<file path="config.mk">
export PLATFORM = sky130hd
export DESIGN_NAME = multicycle_control_fsm_flat
export DESIGN_NICKNAME = d
export VERILOG_FILES = /design/src/rtl/multicycle_control_fsm_if.sv /design/src/rtl/multicycle_control_fsm.sv /design/src/flat_wrapper.sv
export SDC_FILE = /design/constraint.sdc
export NUM_CORES = 1
export LEC_CHECK = 0
export ABC_AREA = 1
export CAP_MARGIN = 20
export CORE_MARGIN = 1.5
export CORE_UTILIZATION = 55
export CTS_CLUSTER_SIZE = 14
export DETAILED_ROUTE_END_ITERATION = 10
export PLACE_DENSITY = 0.86
export SLEW_MARGIN = 25
export SYNTH_ARGS = -nofsm -noshare
export SYNTH_HDL_FRONTEND = slang
export SYNTH_SLANG_ARGS = --single-unit
</file>
<file path="constraint.sdc">
create_clock -name clk -period 5.6 [get_ports clk]
set_input_delay 0.84 -clock clk [delete_from_list [all_inputs] [get_ports clk]]
set_output_delay 0.84 -clock clk [all_outputs]
set_load 0.02 [all_outputs]
</file>
<file path="src/rtl/multicycle_control_fsm_if.sv">
// Shared instruction/data memory port between the sequencer and memory.
// The sequencer drives the strobes; memory answers with memReady.
`ifndef ALU_AND
`define ALU_AND   3'b000
`define ALU_OR    3'b001
`define ALU_ADD   3'b010
`define ALU_UNDEF 3'b011
`define ALU_SUB   3'b110
`define ALU_SLT   3'b111
`endif

interface multicycle_control_fsm_if;
  logic memReady;
  logic memRead;
  logic memWrite;
  logic memAddrSel;

  modport master (
    input  memReady,
    output memRead,
    output memWrite,
    output memAddrSel
  );

  modport slave (
    output memReady,
    input  memRead,
    input  memWrite,
    input  memAddrSel
  );
endinterface

</file>
<file path="src/rtl/multicycle_control_fsm.sv">
// Multi-cycle MIPS32 sequencer: FETCH/DECODE/EXEC/MEM/WB over one
// shared memory port, with wait timeout, sticky traps and retire count.
`ifndef ALU_AND
`define ALU_AND   3'b000
`define ALU_OR    3'b001
`define ALU_ADD   3'b010
`define ALU_UNDEF 3'b011
`define ALU_SUB   3'b110
`define ALU_SLT   3'b111
`endif

module multicycle_control_fsm #(
  parameter int unsigned MEM_TIMEOUT = 15
) (
  input  logic        clk,
  input  logic        rst,
  input  logic        run,
  input  logic [5:0]  opc,
  input  logic [5:0]  func,
  input  logic        zero,
  multicycle_control_fsm_if.master mem,
  output logic [2:0]  state,
  output logic        pcWrite,
  output logic [1:0]  pcSrc,
  output logic        irWrite,
  output logic        aluSrcA,
  output logic [1:0]  aluSrcB,
  output logic [2:0]  aluFunc,
  output logic        rfWriteEnable,
  output logic        rfWriteAddrSel,
  output logic [1:0]  rfWriteDataSel,
  output logic        invOpcode,
  output logic        memErr,
  output logic        halted,
  output logic [31:0] retired
);

  localparam logic [2:0] S_IDLE   = 3'd0;
  localparam logic [2:0] S_FETCH  = 3'd1;
  localparam logic [2:0] S_DECODE = 3'd2;
  localparam logic [2:0] S_EXEC   = 3'd3;
  localparam logic [2:0] S_MEM    = 3'd4;
  localparam logic [2:0] S_WB     = 3'd5;
  localparam logic [2:0] S_TRAP   = 3'd6;

  localparam logic [5:0] OP_R   = 6'h00;
  localparam logic [5:0] OP_J   = 6'h02;
  localparam logic [5:0] OP_BEQ = 6'h04;
  localparam logic [5:0] OP_BNE = 6'h05;
  localparam logic [5:0] OP_LW  = 6'h23;
  localparam logic [5:0] OP_SW  = 6'h2B;

  localparam logic [7:0] TMO_LAST = 8'(MEM_TIMEOUT - 1);

  logic [2:0]  state_q, state_d;
  logic [5:0]  op_q, op_d;
  logic [5:0]  fn_q, fn_d;
  logic [7:0]  wait_q, wait_d;
  logic [31:0] retired_q, retired_d;
  logic        inv_q, inv_d;
  logic        merr_q, merr_d;

  logic [5:0] op;
  logic [5:0] fn;
  logic [2:0] r_alu;
  logic       r_ok;
  logic       is_r, is_j, is_beq, is_bne;
  logic       is_lw, is_sw, legal;
  logic       waiting, tmo, retire;
  logic [2:0] boundary;
  logic       mem_rd, mem_wr, mem_as;

  // IR is valid in DECODE; later states see only the latched copy
  assign op = (state_q == S_DECODE) ? opc : op_q;
  assign fn = (state_q == S_DECODE) ? func : fn_q;

  assign is_r   = (op == OP_R);
  assign is_j   = (op == OP_J);
  assign is_beq = (op == OP_BEQ);
  assign is_bne = (op == OP_BNE);
  assign is_lw  = (op == OP_LW);
  assign is_sw  = (op == OP_SW);

  always_comb begin
    r_alu = `ALU_UNDEF;
    r_ok  = 1'b0;
    case (fn)
      6'h20: begin r_alu = `ALU_ADD; r_ok = 1'b1; end
      6'h22: begin r_alu = `ALU_SUB; r_ok = 1'b1; end
      6'h24: begin r_alu = `ALU_AND; r_ok = 1'b1; end
      6'h25: begin r_alu = `ALU_OR;  r_ok = 1'b1; end
      6'h2A: begin r_alu = `ALU_SLT; r_ok = 1'b1; end
      default: ;
    endcase
  end

  assign legal = (is_r & r_ok) | is_j | is_beq
               | is_bne | is_lw | is_sw;

  assign waiting  = (state_q == S_FETCH) | (state_q == S_MEM);
  assign tmo      = waiting & ~mem.memReady & (wait_q == TMO_LAST);
  assign boundary = run ? S_FETCH : S_IDLE;

  always_comb begin
    state_d        = state_q;
    inv_d          = inv_q;
    merr_d         = merr_q;
    retire         = 1'b0;
    pcWrite        = 1'b0;
    pcSrc          = 2'd0;
    irWrite        = 1'b0;
    mem_rd         = 1'b0;
    mem_wr         = 1'b0;
    mem_as         = 1'b0;
    aluSrcA        = 1'b0;
    aluSrcB        = 2'd0;
    aluFunc        = `ALU_UNDEF;
    rfWriteEnable  = 1'b0;
    rfWriteAddrSel = 1'b0;
    rfWriteDataSel = 2'd0;
    halted         = 1'b0;
    case (state_q)
      S_IDLE: begin
        if (run) state_d = S_FETCH;
      end
      S_FETCH: begin
        mem_rd  = 1'b1;
        aluSrcB = 2'd1;
        aluFunc = `ALU_ADD;
        if (mem.memReady) begin
          irWrite = 1'b1;
          pcWrite = 1'b1;
          state_d = S_DECODE;
        end else if (tmo) begin
          merr_d  = 1'b1;
          state_d = S_TRAP;
        end
      end
      S_DECODE: begin
        aluSrcB = 2'd3;
        aluFunc = `ALU_ADD;
        if (!legal) begin
          inv_d   = 1'b1;
          state_d = S_TRAP;
        end else if (is_j) begin
          pcWrite = 1'b1;
          pcSrc   = 2'd2;
          retire  = 1'b1;
          state_d = boundary;
        end else begin
          state_d = S_EXEC;
        end
      end
      S_EXEC: begin
        aluSrcA = 1'b1;
        unique case (1'b1)
          is_r: begin
            aluFunc = r_alu;
            state_d = S_WB;
          end
          is_lw, is_sw: begin
            aluSrcB = 2'd2;
            aluFunc = `ALU_ADD;
            state_d = S_MEM;
          end
          default: begin
            aluFunc = `ALU_SUB;
            pcSrc   = 2'd1;
            pcWrite = is_beq ? zero : ~zero;
            retire  = 1'b1;
            state_d = boundary;
          end
        endcase
      end
      S_MEM: begin
        mem_as = 1'b1;
        mem_rd = is_lw;
        mem_wr = is_sw;
        if (mem.memReady) begin
          if (is_lw) begin
            state_d = S_WB;
          end else begin
            retire  = 1'b1;
            state_d = boundary;
          end
        end else if (tmo) begin
          merr_d  = 1'b1;
          state_d = S_TRAP;
        end
      end
      S_WB: begin
        rfWriteEnable = 1'b1;
        if (is_lw) rfWriteDataSel = 2'd1;
        else       rfWriteAddrSel = 1'b1;
        retire  = 1'b1;
        state_d = boundary;
      end
      S_TRAP: begin
        halted = 1'b1;
      end
      default: begin
        state_d = S_IDLE;
      end
    endcase
  end

  always_comb begin
    op_d      = (state_q == S_DECODE) ? opc : op_q;
    fn_d      = (state_q == S_DECODE) ? func : fn_q;
    retired_d = retired_q + {31'd0, retire};
    wait_d    = 8'd0;
    if (waiting && !mem.memReady && state_d == state_q)
      wait_d = wait_q + 8'd1;
  end

  always_ff @(posedge clk or negedge rst) begin
    if (!rst) begin
      state_q   <= S_IDLE;
      op_q      <= 6'd0;
      fn_q      <= 6'd0;
      wait_q    <= 8'd0;
      retired_q <= 32'd0;
      inv_q     <= 1'b0;
      merr_q    <= 1'b0;
    end else begin
      state_q   <= state_d;
      op_q      <= op_d;
      fn_q      <= fn_d;
      wait_q    <= wait_d;
      retired_q <= retired_d;
      inv_q     <= inv_d;
      merr_q    <= merr_d;
    end
  end

  assign mem.memRead    = mem_rd;
  assign mem.memWrite   = mem_wr;
  assign mem.memAddrSel = mem_as;
  assign state          = state_q;
  assign invOpcode      = inv_q;
  assign memErr         = merr_q;
  assign retired        = retired_q;

endmodule

</file>
<file path="src/flat_wrapper.sv">
// flat-port wrapper written by rule: the top's interface ports become plain ports
module multicycle_control_fsm_flat 
#(
  parameter int unsigned MEM_TIMEOUT = 15
)
  (clk, rst, run, opc, func, zero, state, pcWrite, pcSrc, irWrite, aluSrcA, aluSrcB, aluFunc, rfWriteEnable, rfWriteAddrSel, rfWriteDataSel, invOpcode, memErr, halted, retired, mem_memReady, mem_memRead, mem_memWrite, mem_memAddrSel);
  multicycle_control_fsm_if mem_i ();
  input  logic clk;
  input  logic rst;
  input  logic run;
  input  logic [5:0] opc;
  input  logic [5:0] func;
  input  logic zero;
  output logic [2:0] state;
  output logic pcWrite;
  output logic [1:0] pcSrc;
  output logic irWrite;
  output logic aluSrcA;
  output logic [1:0] aluSrcB;
  output logic [2:0] aluFunc;
  output logic rfWriteEnable;
  output logic rfWriteAddrSel;
  output logic [1:0] rfWriteDataSel;
  output logic invOpcode;
  output logic memErr;
  output logic halted;
  output logic [31:0] retired;
  input wire logic [$bits(mem_i.memReady)-1:0] mem_memReady;
  output wire logic [$bits(mem_i.memRead)-1:0] mem_memRead;
  output wire logic [$bits(mem_i.memWrite)-1:0] mem_memWrite;
  output wire logic [$bits(mem_i.memAddrSel)-1:0] mem_memAddrSel;
  assign mem_i.memReady = mem_memReady;
  assign mem_memRead = mem_i.memRead;
  assign mem_memWrite = mem_i.memWrite;
  assign mem_memAddrSel = mem_i.memAddrSel;
  multicycle_control_fsm #(.MEM_TIMEOUT(MEM_TIMEOUT)) u_core (.clk(clk), .rst(rst), .run(run), .opc(opc), .func(func), .zero(zero), .mem(mem_i), .state(state), .pcWrite(pcWrite), .pcSrc(pcSrc), .irWrite(irWrite), .aluSrcA(aluSrcA), .aluSrcB(aluSrcB), .aluFunc(aluFunc), .rfWriteEnable(rfWriteEnable), .rfWriteAddrSel(rfWriteAddrSel), .rfWriteDataSel(rfWriteDataSel), .invOpcode(invOpcode), .memErr(memErr), .halted(halted), .retired(retired));
endmodule
</file>
=== After elaboration in Yosys (flattened, before gate mapping) ===
Index checks and enable logic that the tools add are counted.

* Flip-flop bits (word level): 57
* Latch bits: 0
* Bits in writable memories: 0
* Memory bits (read-only): 0
* Bits of input ports: 17
* Output and inout bits: 55
* Logic and storage cells: 94
* Memories: 0

* Add/subtract/negate cells: 2
* Multipliers: 0
* Divide/modulo/power cells: 0
* $lt $le $gt $ge: 0
* Equal/unequal tests: 18
* Shift operators: 0
* Muxes and demuxes: 43
* Bitwise logic cells: 12
* Reduce and logical (&&, ||, !) cells: 12

{| class="wikitable"
|+ Operators with widths
! operator !! number
|-
| == test 6 bit, second input constant || 7
|-
| adder 32 x 1 -> 32 bit || 1
|-
| two-way mux 3 bit || 7
|-
| case mux 3 bit (7 select lines) || 1
|-
| two-way mux 1 bit || 19
|-
| case mux 3 bit (2 select lines) || 3
|-
| case mux 3 bit (5 select lines) || 1
|-
| == test 6 x 3 -> 1 bit, second input constant || 2
|-
| two-way mux 6 bit || 2
|-
| == test 3 bit, second input constant || 3
|-
| adder 8 x 1 -> 8 bit, second input constant || 1
|-
| == test 8 x 4 -> 1 bit, second input constant || 1
|-
| two-way mux 2 bit || 4
|-
| two-way mux 8 bit || 1
|-
| == test 3 x 2 -> 1 bit, second input constant || 2
|-
| == test 6 x 2 -> 1 bit, second input constant || 1
|-
| zero test 6 bit || 1
|-
| bitwise OR 1 bit || 6
|-
| case mux 2 bit (3 select lines) || 1
|-
| OR reduction 2 bit || 3
|-
| OR reduction 5 bit || 1
|-
| case mux 1 bit (4 select lines) || 1
|-
| case mux 2 bit (2 select lines) || 1
|-
| bitwise AND 1 bit || 3
|-
| other kinds (11) || 14
|}

=== Depth between registers and ports, before layout ===
* Depth in word-level cells: 16
* Mapped depth: 21
* Depth with buffers taken out: 20

=== Worst setup path before layout ===
No wires, ideal clock.

* Kind: register to register
* Start point: register u_core.state_q[1], in the netlist u_core.state[1]
* End point: register u_core.retired_q[26], in the netlist u_core.retired[26]
* Arrival time: 3161 ps
* Data required time: 5468 ps
* Setup slack: 2307 ps
* Stages on the path, launching flop included: 16
* Path buffers: 1
* Clock period less this slack: 3293 ps
* Path through: dfrtp_1 > buf_2 > inv_2 > nor3_2 > nand2_1 > nor2_2 > inv_2 > nand4_1 > ha_1 > ha_1 > nand3_1 > nor3_4 > nand3_1 > nor3_1 > nand3_1 > xnor2_1

* Cells in the longest elaborated chain, start to end: 14
* Elaborated cells on any way between the ends: 33

{| class="wikitable"
|+ Ends and longest elaborated chain
! item !! RTL line !! RTL
|-
| from (decl) || multicycle_control_fsm.sv:55 || <nowiki>logic [2:0] state_q, state_d;</nowiki>
|-
| from (signal assigned) || multicycle_control_fsm.sv:226 || <nowiki>state_q <= state_d;</nowiki>
|-
| == test 3 x 2 -> 1 bit || multicycle_control_fsm.sv:74, multicycle_control_fsm.sv:75, multicycle_control_fsm.sv:122 ||
|-
| two-way mux 6 bit || -- ||
|-
| == test 6 bit || multicycle_control_fsm.sv:87 || <nowiki>case (fn)</nowiki>
|-
| OR reduction 5 bit (no line) || -- ||
|-
| two-way mux 1 bit || multicycle_control_fsm.sv:87 ||
|-
| bitwise AND 1 bit || multicycle_control_fsm.sv:97 || <nowiki>assign legal = (is_r & r_ok) | is_j | is_beq</nowiki>
|-
| bitwise OR 1 bit (2 in series) || multicycle_control_fsm.sv:97 ||
|-
| bitwise OR 1 bit (3 in series) || multicycle_control_fsm.sv:98 || <nowiki>| is_bne | is_lw | is_sw;</nowiki>
|-
| two-way mux 1 bit || multicycle_control_fsm.sv:142 || <nowiki>if (!legal) begin</nowiki>
|-
| case mux 1 bit (4 select lines) (*) || multicycle_control_fsm.sv:122 || <nowiki>case (state_q)</nowiki>
|-
| adder 32 x 1 -> 32 bit (*) || multicycle_control_fsm.sv:210 || <nowiki>retired_d = retired_q + {31'd0, retire};</nowiki>
|-
| named net u_core.retired_d[26] || multicycle_control_fsm.sv:59 || <nowiki>logic [31:0] retired_q, retired_d;</nowiki>
|-
| to (signal assigned) || multicycle_control_fsm.sv:230 || <nowiki>retired_q <= retired_d;</nowiki>
|-
| to (decl) || multicycle_control_fsm.sv:59 ||
|}

The timed path passes the listed nets; every way through them passes the cells marked *.
A chain may end at the register's enable or synchronous reset.

=== Final worst setup path ===
* Start point: register u_core.state_q[2], in the netlist u_core.state[2]
* End point: output aluFunc[2]

* Cells in the longest elaborated chain, start to end: 6
* Elaborated cells on any way between the ends: 18

{| class="wikitable"
|+ Ends and longest elaborated chain
! item !! RTL line !! RTL
|-
| == test 3 x 2 -> 1 bit (*) || multicycle_control_fsm.sv:74 || <nowiki>assign op = (state_q == S_DECODE) ? opc : op_q;</nowiki>
|-
| two-way mux 6 bit (*) || -- ||
|-
| named net u_core.op[3] || multicycle_control_fsm.sv:63 || <nowiki>logic [5:0] op;</nowiki>
|-
| == test 6 bit, on equally long branches || multicycle_control_fsm.sv:82, multicycle_control_fsm.sv:81 ||
|-
| OR reduction 2 bit || multicycle_control_fsm.sv:156 || <nowiki>unique case (1'b1)</nowiki>
|-
| case mux 3 bit (2 select lines) (*) || multicycle_control_fsm.sv:156 ||
|-
| case mux 3 bit (2 select lines) (*) || multicycle_control_fsm.sv:122 ||
|-
| to (decl) || flat_wrapper.sv:20 || <nowiki>output logic [2:0] aluFunc;</nowiki>
|}

Marked as above.

==> flow_summary.yaml <==
hold_path:
  min_to: "u_core.memErr$_DFFE_PN0P_"
  min_path_type: "register to register"
  min-delay-start: "u_core.memErr$_DFFE_PN0P_"
  hold_depth: 2
synth:
  synth_largest_area_cell: "dfrtp_1"
  postSynthCellCount: 400
  synth_cell_type_count: 38
  synth_warnings: 0
  syn_nets: 421
  yosys-top-cells-area: "dfrtp_1 45%, nand2_1 10%, nor2_1 6.1%"
  synth_top_area_share_pct: 44.5
  syn_avg_cell_area_um2: 8.01
  syn_area_um2: 3200
  ys_seq_area_share_pct: 44.5
  yosys_register_bits: 57
routing:
  antenna_left: 0
  vias: 3019
  dr.pass1.iters: 5
  drc_errors: 0
  drt-vias-per-instance: 5.47
  wl_per_cell_um: 14.8
  drtIter0Drc: 229
  routed_wl_um: 8180
placed_design:
  io_buffer_count: 70
  gp_congestion: 0.950
  dp_hpwl_um: 6040
  place_area_um2: 3940
clock_network:
  clock-sinks: 57
  clockBufferDepth: 2
  postCtsHoldBufs: 0
  post_cts_resized: 0
  cts_buffers: 9
  htreeDepth: 3
  cts_root_buf: "clkbuf_8"
  clkSlewWorstSetupHoldPaths_ns: 0.07
  insertion_delay_ns: 0.35
  cts_tree: "built"
  postCtsSetupBuffers: 0
layout:
  syn_to_final_growth_pct: 28.8
  drive_above_1_share_pct: 9.58
  nets: 496
  fin_util_pct: 74.0
  fin_area_um2: 4120
  num-fill-cells: 423
  n_antenna_cell: 0
timing:
  fmax_mhz: 253
  hold_violations: 0
  timing.final.crit_share_pct: 70.7
  slew_violations: 0
  tns_ns: 0
  tightest_slew_ns: 0.698
  clock-skew-final_ns: 0.00987
  min_period_ns: 3.96
  setup_viol: 0
  rsz0062_at_grt: "no"
  holdWs_ns: 0.468
  slew_headroom_pct: 53.5
pwr:
  power_mw: 1.71
  peakVddDrop_mv: 0.329
  pwr_density_cell_nw_per_um2: 414
  p_leak_nw: 1.96
grt:
  met3_usage_pct: 6.44
  grt_antenna_before_repair: 0
  grtUsageMet2_pct: 42.7
  busiest_layer: "met2"
  grt_pass1_vias: 2876
  grt.total_usage_pct: 28.1
  grt_pass1_wl_um: 13600
  use_met1_pct: 37.8
  overflow: 0
  grt_max_degree: 58
worst_setup_path:
  timing.rr.start: "u_core.state[2]$_DFF_PN0_"
  r2r-end: "u_core.retired[24]$_DFF_PN0_"
  worstRegToRegCells: 15
  crit_chain: "inv_2 -> nand3_4 -> nand2_1 -> nand2_1 -> nor2_2 -> nand4_1 -> o21ai_0 -> clkdlybuf4s50_1"
  crit_path_start_kind: "register"
  cp.arrival_ns: 3.12
  crit_top_cell: "nand2_1"
  cp.required_ns: 4.76
  path_max_fanout: 24
  reg2reg_slack_ns: 1.79
  endpoint_kind: "output pin"
  crit_path_top_delay_cell: "clkdlybuf4s50_1"
  critPathKind: "register to output pin"
  cpPeakStageDelay_ns: 0.66
floorplanning:
  start_util_pct: 57.5
  fp.dieArea_um2: 6290
  io_pins: 72
  die_height_um: 79.3
  row_count: 27
  core_um2: 5570
  dieWidth_um: 79.3
run:
  maxCapViolCount: 0
run_status:
  outcome: "complete, no violations"
-- worst max-delay path by stage --
| stage | slack (ns) | cells after the start | from | end |
|---|---|---|---|---|
| final | 1.64 | 8 | u_core.state[2]$_DFF_PN0_ | aluFunc[2] |
| after global routing | 1.39 | 16 | u_core.state[2]$_DFF_PN0_ | u_core.retired[30]$_DFF_PN0_ |
| after global placement | 1.83 | 18 | opc[4] | u_core.retired[30]$_DFF_PN0_ |
| after floorplan | 2.31 | 15 | u_core.state[1]$_DFF_PN0_ | u_core.retired[26]$_DFF_PN0_ |
| after detailed placement | 1.60 | 18 | opc[4] | u_core.retired[30]$_DFF_PN0_ |
| after CTS | 1.69 | 8 | u_core.state[2]$_DFF_PN0_ | aluFunc[2] |
-- cell type report --
cell class	count	area [um2]	share of cell area (%)
Multi-Input combinational cell	283	1520	37.0
Sequential cell	57	1430	34.6
Timing Repair Buffer	71	703	17.1
Inverter	53	199	4.82
Clock buffer	10	138	3.34
Tap cell	72	90.1	2.18
Clock inverter	6	43.8	1.06
-- state kept, by name (all words and copies together), names as in the netlist --
name              flops
u_core.fn_q           6
u_core.retired       32
u_core.wait_q         8
u_core.op_q           6
u_core.memErr         1
u_core.invOpcode      1
u_core.state          3
-- worst max-delay path, delay by kind of cell, from the launching register on --
kind	cells	cell delay (ns)
and+or+nand+nor	5	1.03
AOI/OAI and AO/OA	1	0.31
DFF	1	0.51
buffers and inverters	2	0.92
-- power breakdown --
| group | internal [mW] | switching (mW) |
|---|---|---|
| registers | 0.489 | 0.0775 |
| logic | 0.278 | 0.512 |
| clock network | 0.172 | 0.180 |
-- routing by layer --
layer | vias to the layer above | share of wire (%)
met5 | - | 0
met4 | 0 | 2.8
met3 | 21 | 6.6
met2 | 126 | 47
met1 | 1447 | 44
li1 | 1425 | -
-- metrics by stage --
step	instances	worst slack (ns)
5_1_grt	552	1.39
6_report	552	1.64
3_5_place_dp	536	1.60
2_1_floorplan	400	2.31
3_3_place_gp	536	1.83
4_1_cts	552	1.69
-- cells in the final DEF (no fill, tap or decap), types with 2 or more instances in the layout --
cell	instances
nor2_1	52
clkinvlp_4	4
dfrtp_1	57
xor2_1	18
nand2_2	4
nor2_4	3
o21ai_1	2
nor2_2	5
nor4_1	4
inv_2	7
ha_1	4
nand3b_1	3
nand4_1	15
clkdlybuf4s50_1	69
a21oi_1	2
xnor2_1	14
nand2_1	89
clkbuf_8	10
inv_1	46
nand3_1	33
o21ai_2	2
nor3_1	12
nand3_2	2
o21ai_0	6
-- Yosys cell counts (all sizes together) --
| library cell | instances |
|---|---|
| nor2 | 60 |
| nand3b | 3 |
| nand2b | 1 |
| nand4 | 15 |
| dfrtp | 57 |
| nor3 | 14 |
| o2111ai | 1 |
| nor4 | 4 |
| a211oi | 1 |
| a31oi | 1 |
| a21oi | 3 |
| ha | 4 |
| xnor2 | 14 |
| inv | 53 |
| o211ai | 1 |
| nor3b | 1 |
| buf | 6 |
| clkbuf | 1 |
| conb | 1 |
| o21ai | 10 |
| nand3 | 36 |
| xor2 | 18 |
| nand2 | 94 |
| o32ai | 1 |
-- cell families after synthesis --
family / count (synthesis) / share of synthesized area, %
other: 1 / 0.117
and+or+nand+nor: 228 / 33.6
xor gates and xnor gates: 32 / 8.75
AOI/OAI and AO/OA: 18 / 3.59
DFF: 57 / 44.5
buffers and inverters: 60 / 7.89
adders and majority gates: 4 / 1.56
Power figures use the tool's default switching activity.
